==> config.mk <==
export PLATFORM = sky130hd
export DESIGN_NAME = multdiv_unit
export DESIGN_NICKNAME = d
export VERILOG_FILES = /design/src/rtl/multdiv_unit.sv
export SDC_FILE = /design/constraint.sdc
export NUM_CORES = 1
export LEC_CHECK = 0
export CAP_MARGIN = 20
export CORE_ASPECT_RATIO = 1.2
export CORE_MARGIN = 2
export CORE_UTILIZATION = 45
export DETAILED_ROUTE_END_ITERATION = 12
export PLACE_DENSITY = 0.62
export REMOVE_ABC_BUFFERS = 1
export SYNTH_ARGS = -nofsm -noshare
export SYNTH_HDL_FRONTEND = slang
export SYNTH_SLANG_ARGS = --single-unit
==> constraint.sdc <==
create_clock -name clock -period 7.15 [get_ports clock]
set_input_delay 2.145 -clock clock [delete_from_list [all_inputs] [get_ports clock]]
set_output_delay 2.145 -clock clock [all_outputs]
set_load 0.005 [all_outputs]
==> src/rtl/multdiv_unit.sv <==
// Multi-cycle signed multiply/divide unit for the DX stage.
// Iterates one bit per cycle on operand magnitudes (shift-add for mult,
// restoring shift-subtract for div) and applies the sign at completion.
// Ports:
//   clock, reset         : rising-edge clock, async active-high reset
//   DXIR                 : instruction in DX; decodes mult/div
//   operandA, operandB   : signed rs / rt operands, sampled at start
//   stall                : combinational pipeline freeze (PC, FD, DX)
//   resultRDY            : one-cycle pulse when result/exception/rdOut valid
//   result, exception    : signed product/quotient and overflow/div-by-zero flag
//   rdOut                : destination register captured from DXIR[26:22]
module multdiv_unit (
    input  logic        clock,
    input  logic        reset,
    input  logic [31:0] DXIR,
    input  logic [31:0] operandA,
    input  logic [31:0] operandB,
    output logic        stall,
    output logic        resultRDY,
    output logic [31:0] result,
    output logic        exception,
    output logic [4:0]  rdOut
);

    localparam int unsigned W  = 32;
    localparam int unsigned CW = 5;
    localparam int unsigned RW = 5;

    typedef enum logic [1:0] {IDLE, BUSY, DONE} state_t;

    state_t          state_q, state_d;
    logic [CW-1:0]   cnt_q, cnt_d;
    logic [W-1:0]    hi_q, hi_d;
    logic [W-1:0]    lo_q, lo_d;
    logic [W-1:0]    bmag_q, bmag_d;
    logic            is_div_q, is_div_d;
    logic            neg_q, neg_d;
    logic            divzero_q, divzero_d;
    logic [RW-1:0]   rd_q, rd_d;
    logic [W-1:0]    result_q, result_d;
    logic            exc_q, exc_d;
    logic [RW-1:0]   rd_out_q, rd_out_d;
    logic            rdy_q, rdy_d;

    logic            is_mult_c, is_div_c, start_c, stall_c;
    logic [W-1:0]    a_mag_c, b_mag_c;
    logic [W:0]      msum_c;
    logic [W:0]      dshift_c;
    logic [W+1:0]    ddiff_c;
    logic [W-1:0]    iter_hi_c, iter_lo_c;
    logic [2*W-1:0]  prod_c, sprod_c;
    logic [W-1:0]    quot_c;
    logic            unused_bits;

    // Instruction decode and operand magnitudes
    assign is_mult_c = (DXIR[31:27] == 5'd0) && (DXIR[6:2] == 5'd6);
    assign is_div_c  = (DXIR[31:27] == 5'd0) && (DXIR[6:2] == 5'd7);
    assign start_c   = is_mult_c | is_div_c;
    assign a_mag_c   = operandA[W-1] ? (W'(0) - operandA) : operandA;
    assign b_mag_c   = operandB[W-1] ? (W'(0) - operandB) : operandB;

    // One iteration of either algorithm; hi holds partial product / remainder,
    // lo holds the multiplier being shifted out / quotient being shifted in.
    always_comb begin
        msum_c    = {1'b0, hi_q} + (lo_q[0] ? {1'b0, bmag_q} : (W+1)'(0));
        dshift_c  = {hi_q, lo_q[W-1]};
        ddiff_c   = {1'b0, dshift_c} - {2'b00, bmag_q};
        iter_hi_c = hi_q;
        iter_lo_c = lo_q;
        if (is_div_q) begin
            iter_hi_c = ddiff_c[W+1] ? dshift_c[W-1:0] : ddiff_c[W-1:0];
            iter_lo_c = {lo_q[W-2:0], ~ddiff_c[W+1]};
        end else begin
            iter_hi_c = msum_c[W:1];
            iter_lo_c = {msum_c[0], lo_q[W-1:1]};
        end
    end

    // Sign application on the final iteration's magnitudes
    assign prod_c  = {iter_hi_c, iter_lo_c};
    assign sprod_c = neg_q ? ((2*W)'(0) - prod_c) : prod_c;
    assign quot_c  = neg_q ? (W'(0) - iter_lo_c) : iter_lo_c;

    // Next-state and control
    always_comb begin
        state_d   = state_q;
        cnt_d     = cnt_q;
        hi_d      = hi_q;
        lo_d      = lo_q;
        bmag_d    = bmag_q;
        is_div_d  = is_div_q;
        neg_d     = neg_q;
        divzero_d = divzero_q;
        rd_d      = rd_q;
        result_d  = result_q;
        exc_d     = exc_q;
        rd_out_d  = rd_out_q;
        rdy_d     = 1'b0;
        stall_c   = 1'b0;

        case (state_q)
            IDLE: begin
                if (start_c) begin
                    stall_c   = 1'b1;
                    state_d   = BUSY;
                    cnt_d     = '0;
                    hi_d      = '0;
                    lo_d      = a_mag_c;
                    bmag_d    = b_mag_c;
                    is_div_d  = is_div_c;
                    neg_d     = operandA[W-1] ^ operandB[W-1];
                    divzero_d = (operandB == '0);
                    rd_d      = DXIR[26:22];
                end
            end
            BUSY: begin
                stall_c = 1'b1;
                hi_d    = iter_hi_c;
                lo_d    = iter_lo_c;
                cnt_d   = cnt_q + CW'(1);
                if (cnt_q == CW'(W - 1)) begin
                    state_d  = DONE;
                    rdy_d    = 1'b1;
                    rd_out_d = rd_q;
                    if (is_div_q) begin
                        // Only +2^31 (from 0x80000000 / -1) overflows a quotient
                        result_d = divzero_q ? '0 : quot_c;
                        exc_d    = divzero_q | (~neg_q & iter_lo_c[W-1]);
                    end else begin
                        result_d = sprod_c[W-1:0];
                        exc_d    = (sprod_c[2*W-1:W] != {W{sprod_c[W-1]}});
                    end
                end
            end
            DONE: begin
                state_d = IDLE;
            end
            default: begin
                state_d = IDLE;
            end
        endcase
    end

    // State and datapath registers
    always_ff @(posedge clock or posedge reset) begin
        if (reset) begin
            state_q   <= IDLE;
            cnt_q     <= '0;
            hi_q      <= '0;
            lo_q      <= '0;
            bmag_q    <= '0;
            is_div_q  <= 1'b0;
            neg_q     <= 1'b0;
            divzero_q <= 1'b0;
            rd_q      <= '0;
            result_q  <= '0;
            exc_q     <= 1'b0;
            rd_out_q  <= '0;
            rdy_q     <= 1'b0;
        end else begin
            state_q   <= state_d;
            cnt_q     <= cnt_d;
            hi_q      <= hi_d;
            lo_q      <= lo_d;
            bmag_q    <= bmag_d;
            is_div_q  <= is_div_d;
            neg_q     <= neg_d;
            divzero_q <= divzero_d;
            rd_q      <= rd_d;
            result_q  <= result_d;
            exc_q     <= exc_d;
            rd_out_q  <= rd_out_d;
            rdy_q     <= rdy_d;
        end
    end

    // Stall must drop while reset is held even if DXIR decodes as mult/div
    assign stall     = stall_c & ~reset;
    assign resultRDY = rdy_q;
    assign result    = result_q;
    assign exception = exc_q;
    assign rdOut     = rd_out_q;

    assign unused_bits = ^{DXIR[21:7], DXIR[1:0], ddiff_c[W]};

endmodule

==> results.py <==
metrics = {
    "final_layout": {
        "drive_gt1_share_pct": 7.35,
        "finalNetCount": 2033,
        "antenna_cells_inserted": 0,
        "area.growth.synth_to_final_pct": 15.2,
        "filler_cell_count": 3059,
        "final_design_area_no_fill_um2": 16400,
    },
    "yosys": {
        "syn_avg_cell_area_um2": 7.96,
        "synth-edff-count": 0,
        "ys_types": 108,
        "synth-warning-count": 0,
        "ys_ff_latch": 150,
        "most_used_flip_flop_cell_after_synthesis": "sky130_fd_sc_hd__dfrtp_1",
        "postSynth.asyncResetShare_pct": 100,
        "share_of_synthesized_area_occupied_by_flip_flops_and_latches_pct": 26.3,
        "netlist_instances": 1791,
        "cell_area_synth_um2": 14300,
    },
    "clock_network": {
        "cts.root.buffer_cell": "sky130_fd_sc_hd__clkbuf_16",
        "ctsLongestPathBuffers": 2,
        "post_cts.resized_instances": 0,
        "worstSkewPairLatency_ns": 0.45,
        "cts_made_buffers": 17,
        "cts_tree": "built",
        "clkTransAtPathRegs_ns": 0.07,
        "h-tree-depth": 4,
        "cts-hold-fix-buffers": 0,
        "cts_setup_buffers": 0,
        "cts.sinks": 150,
    },
    "critical_path": {
        "critical_path_data_arrival_time_ns": 6.99,
        "critPathKind": "reg -> reg",
        "worst-path-buf-inv": 1,
        "slowest_cell_on_crit_path": "sky130_fd_sc_hd__or4b_1",
        "critPathTopFamily": "compound AO/OA/AOI/OAI gates",
        "ff2ff_setup_slack_ns": 0.46,
        "critical_path_peak_fanout": 6,
        "critical_path.startpoint_type": "flop",
        "critPathCaptureType": "flop",
        "critical_path.cell_chain": "ha_1 > a21oi_1 > o21ai_1 > a211oi_1 > o211a_1 > a31oi_1 > inv_1 > ha_1 > nor3b_2 > o221ai_2 > or4b_1 > or2_0 > nand2b_4 > a311oi_4 > o21ai_2 > nor4_4 > nor3_1 > o41a_1 > or4_4 > a2111oi_4 > nand4bb_1 > and4b_1 > a31oi_1",
        "reg2reg_depth": 23,
        "required_time_of_the_critical_path_ns": 7.45,
        "cp.depth": 23,
        "critical-path-max-stage-delay_ns": 0.63,
    },
    "drt": {
        "vias": 13900,
        "avgRoutedWirePerCell_um": 19.6,
        "dr.first_iter.drc_count": 1012,
        "firstDrtPassIters": 5,
        "finalWirelength_um": 44700,
        "route.detailed.drc": 0,
        "detail_route.vias_per_cell": 6.10,
        "antenna_left": 0,
    },
    "pwr": {
        "p_leak_nw": 7.06,
        "pwr_density_cell_nw_per_um2": 412,
        "post-layout-total-power_mw": 6.77,
        "ir_drop_v": 0.000181,
    },
    "timing": {
        "grt_setup_unrepaired": "no",
        "highest_clock_rate_mhz": 150,
        "final-hold-violation-count": 0,
        "final.min_clock_period_ns": 6.69,
        "timing.max_slew.rel_slack_pct": 43.4,
        "timing.final.crit_share_pct": 93.5,
        "slew_violations": 0,
        "tightestPinTransition_ns": 0.849,
        "clock-skew-final_ns": 0.0135,
        "hold_slack_ns": 0.478,
        "totalNegativeSetupSlack_ns": 0,
        "finalSetupViolCount": 0,
        "final.setup.worst_slack_ns": 0.464,
    },
    "floorplanning": {
        "dieHeight_um": 199,
        "initial_core_util_pct": 45.6,
        "die-width_um": 166,
        "rows": 71,
        "floorplan.die_area_um2": 33100,
        "floorplan.io_pins": 138,
        "core_area_um2": 31300,
    },
    "place": {
        "port_buffers": 120,
        "hpwl_dp_um": 32700,
        "detailedPlace.worstSlack_ns": 0.588,
        "routabilityCongestion": 0.954,
        "detailed_place.area_um2": 15800,
    },
    "min_path": {
        "holdPathStages": 2,
        "worstHoldPathType": "reg -> reg",
    },
    "grt": {
        "grt_overflow": 0,
        "grt_antenna_before_repair": 0,
        "global_router_s_overall_resource_usage_pct": 26.9,
        "maximum_number_of_pins_on_one_net_before_global_route_repair": 128,
        "vias_in_the_first_global_route": 13500,
        "grt_pass1_wl_um": 71800,
    },
    "status": {
        "outcome": "finished, final reports clean",
    },
    "run": {
        "max-cap-violations": 0,
    },
}
## final timing paths
path | end | from
min | rd_q[3] | rd_q[3]
max in group asynchronous | bmag_q[18] | reset
min reg2reg | rd_q[3] | rd_q[3]
min in group asynchronous | rd_q[0] | reset
max | exception | hi_q[17]
max reg2reg | exception | hi_q[17]
## through the flow
stage | instances | utilization (%)
after floorplan | 1695 | -
after global placement | 2244 | 50.5
after detailed placement | 2244 | 50.5
after CTS | 2276 | 52.4
after global routing | 2278 | 52.5
final | 2278 | 52.5
## power by group
part	switching [mW]	leakage, nW	internal [mW]	total, mW
Clock	0.439	0.303	0.531	0.970
Combinational	2.74	4.86	1.75	4.48
Sequential	0.274	1.90	1.04	1.31
Total	3.45	7.06	3.31	6.77
## layer usage
metal  share of wire [%]  routed length, um  GRT usage (%)
met1                  44              19700           33.7
met2                  49              21800           47.8
met3                 4.4               1980           3.26
met4                 3.0               1330           9.64
met5                   0                  0              0
## final cells by class
cell class                 instances  area [um^2]  area share, %
multi-input combinational       1487         9860           60.0
sequential                       150         3760           22.9
timing repair buffer             150         1480           9.00
tap                              401          502           3.05
clock buffer                      17          425           2.59
inverter                          58          223           1.36
clock inverter                    15          179           1.09
## worst register-to-register path, cell delays in order, from the launching register on
cell	delay, ns
sky130_fd_sc_hd__dfrtp_1	0.43
sky130_fd_sc_hd__ha_1	0.37
sky130_fd_sc_hd__a21oi_1	0.29
sky130_fd_sc_hd__o21ai_1	0.17
sky130_fd_sc_hd__a211oi_1	0.41
sky130_fd_sc_hd__o211a_1	0.28
sky130_fd_sc_hd__a31oi_1	0.15
sky130_fd_sc_hd__inv_1	0.22
sky130_fd_sc_hd__ha_1	0.22
sky130_fd_sc_hd__nor3b_2	0.22
sky130_fd_sc_hd__o221ai_2	0.15
sky130_fd_sc_hd__or4b_1	0.63
sky130_fd_sc_hd__or2_0	0.28
sky130_fd_sc_hd__nand2b_4	0.19
sky130_fd_sc_hd__a311oi_4	0.34
sky130_fd_sc_hd__o21ai_2	0.13
sky130_fd_sc_hd__nor4_4	0.18
sky130_fd_sc_hd__nor3_1	0.08
sky130_fd_sc_hd__o41a_1	0.47
sky130_fd_sc_hd__or4_4	0.54
sky130_fd_sc_hd__a2111oi_4	0.28
sky130_fd_sc_hd__nand4bb_1	0.13
sky130_fd_sc_hd__and4b_1	0.27
sky130_fd_sc_hd__a31oi_1	0.11
## cells in the final DEF, fill, tap and decap left out, types with 19 or more instances in the layout
cell / synthesis / layout
sky130_fd_sc_hd__nand2_1: 241 / 241
sky130_fd_sc_hd__o21ai_0: 202 / 202
sky130_fd_sc_hd__dfrtp_1: 150 / 148
sky130_fd_sc_hd__clkdlybuf4s50_1: 0 / 120
sky130_fd_sc_hd__a21oi_1: 97 / 97
sky130_fd_sc_hd__xor2_1: 93 / 93
sky130_fd_sc_hd__nor2_1: 84 / 83
sky130_fd_sc_hd__ha_1: 69 / 69
sky130_fd_sc_hd__xnor2_1: 64 / 64
sky130_fd_sc_hd__nand3_1: 58 / 58
sky130_fd_sc_hd__inv_1: 56 / 55
sky130_fd_sc_hd__o31ai_1: 44 / 44
sky130_fd_sc_hd__and2_1: 42 / 42
sky130_fd_sc_hd__nor3_1: 35 / 35
sky130_fd_sc_hd__mux2i_1: 31 / 31
sky130_fd_sc_hd__nand2b_1: 30 / 29
sky130_fd_sc_hd__nand4_1: 27 / 27
sky130_fd_sc_hd__buf_4: 3 / 26
sky130_fd_sc_hd__a21o_1: 24 / 24
sky130_fd_sc_hd__or3_1: 20 / 20
sky130_fd_sc_hd__o211ai_1: 19 / 19
sky130_fd_sc_hd__o221ai_1: 19 / 19
## flip-flops by register name (all words and copies together) (netlist names), 2 cells and up
register  cells
state_q       2
cnt_q         5
lo_q         32
rd_q          5
rdOut         5
result       32
hi_q         32
bmag_q       32
## synthesized netlist by cell type (8+ instances only)
master	instances	area, um^2
sky130_fd_sc_hd__nor4_1	10	62.6
sky130_fd_sc_hd__inv_1	56	210
sky130_fd_sc_hd__a21oi_1	97	485
sky130_fd_sc_hd__o221ai_1	19	166
sky130_fd_sc_hd__nand2_1	241	905
sky130_fd_sc_hd__nand4_1	27	169
sky130_fd_sc_hd__nor2b_1	11	68.8
sky130_fd_sc_hd__and3_1	16	100
sky130_fd_sc_hd__or3_1	20	125
sky130_fd_sc_hd__clkbuf_1	69	259
sky130_fd_sc_hd__mux2_2	18	203
sky130_fd_sc_hd__xor2_1	93	815
sky130_fd_sc_hd__a31oi_1	18	113
sky130_fd_sc_hd__o41ai_1	15	131
sky130_fd_sc_hd__xnor2_1	64	561
sky130_fd_sc_hd__nand2b_1	30	188
sky130_fd_sc_hd__ha_1	69	863
sky130_fd_sc_hd__nor3_1	35	175
sky130_fd_sc_hd__a21o_1	24	180
sky130_fd_sc_hd__dfrtp_1	150	3750
sky130_fd_sc_hd__o31ai_1	44	330
sky130_fd_sc_hd__buf_2	11	55.1
sky130_fd_sc_hd__nor2_1	84	315
sky130_fd_sc_hd__a22oi_1	18	135
sky130_fd_sc_hd__o21ai_0	202	1010
sky130_fd_sc_hd__nand3_1	58	290
sky130_fd_sc_hd__a22o_1	8	70.1
sky130_fd_sc_hd__or4_1	15	113
sky130_fd_sc_hd__and2_1	42	263
sky130_fd_sc_hd__o211ai_1	19	143
sky130_fd_sc_hd__mux2i_1	31	310
sky130_fd_sc_hd__a211oi_1	13	97.6
## cell families (layout without fill, tap and decap cells)
group	count (synthesis)	after routing	share of synthesized area, %
flops	150	150	26.3
simple gates	633	633	22.4
xor+xnor	157	157	9.64
fa+ha+maj	71	71	6.34
mux	51	51	3.80
buf+inv	154	240	4.55
compound gates	575	575	27.0
Power figures use the tool's default switching activity.
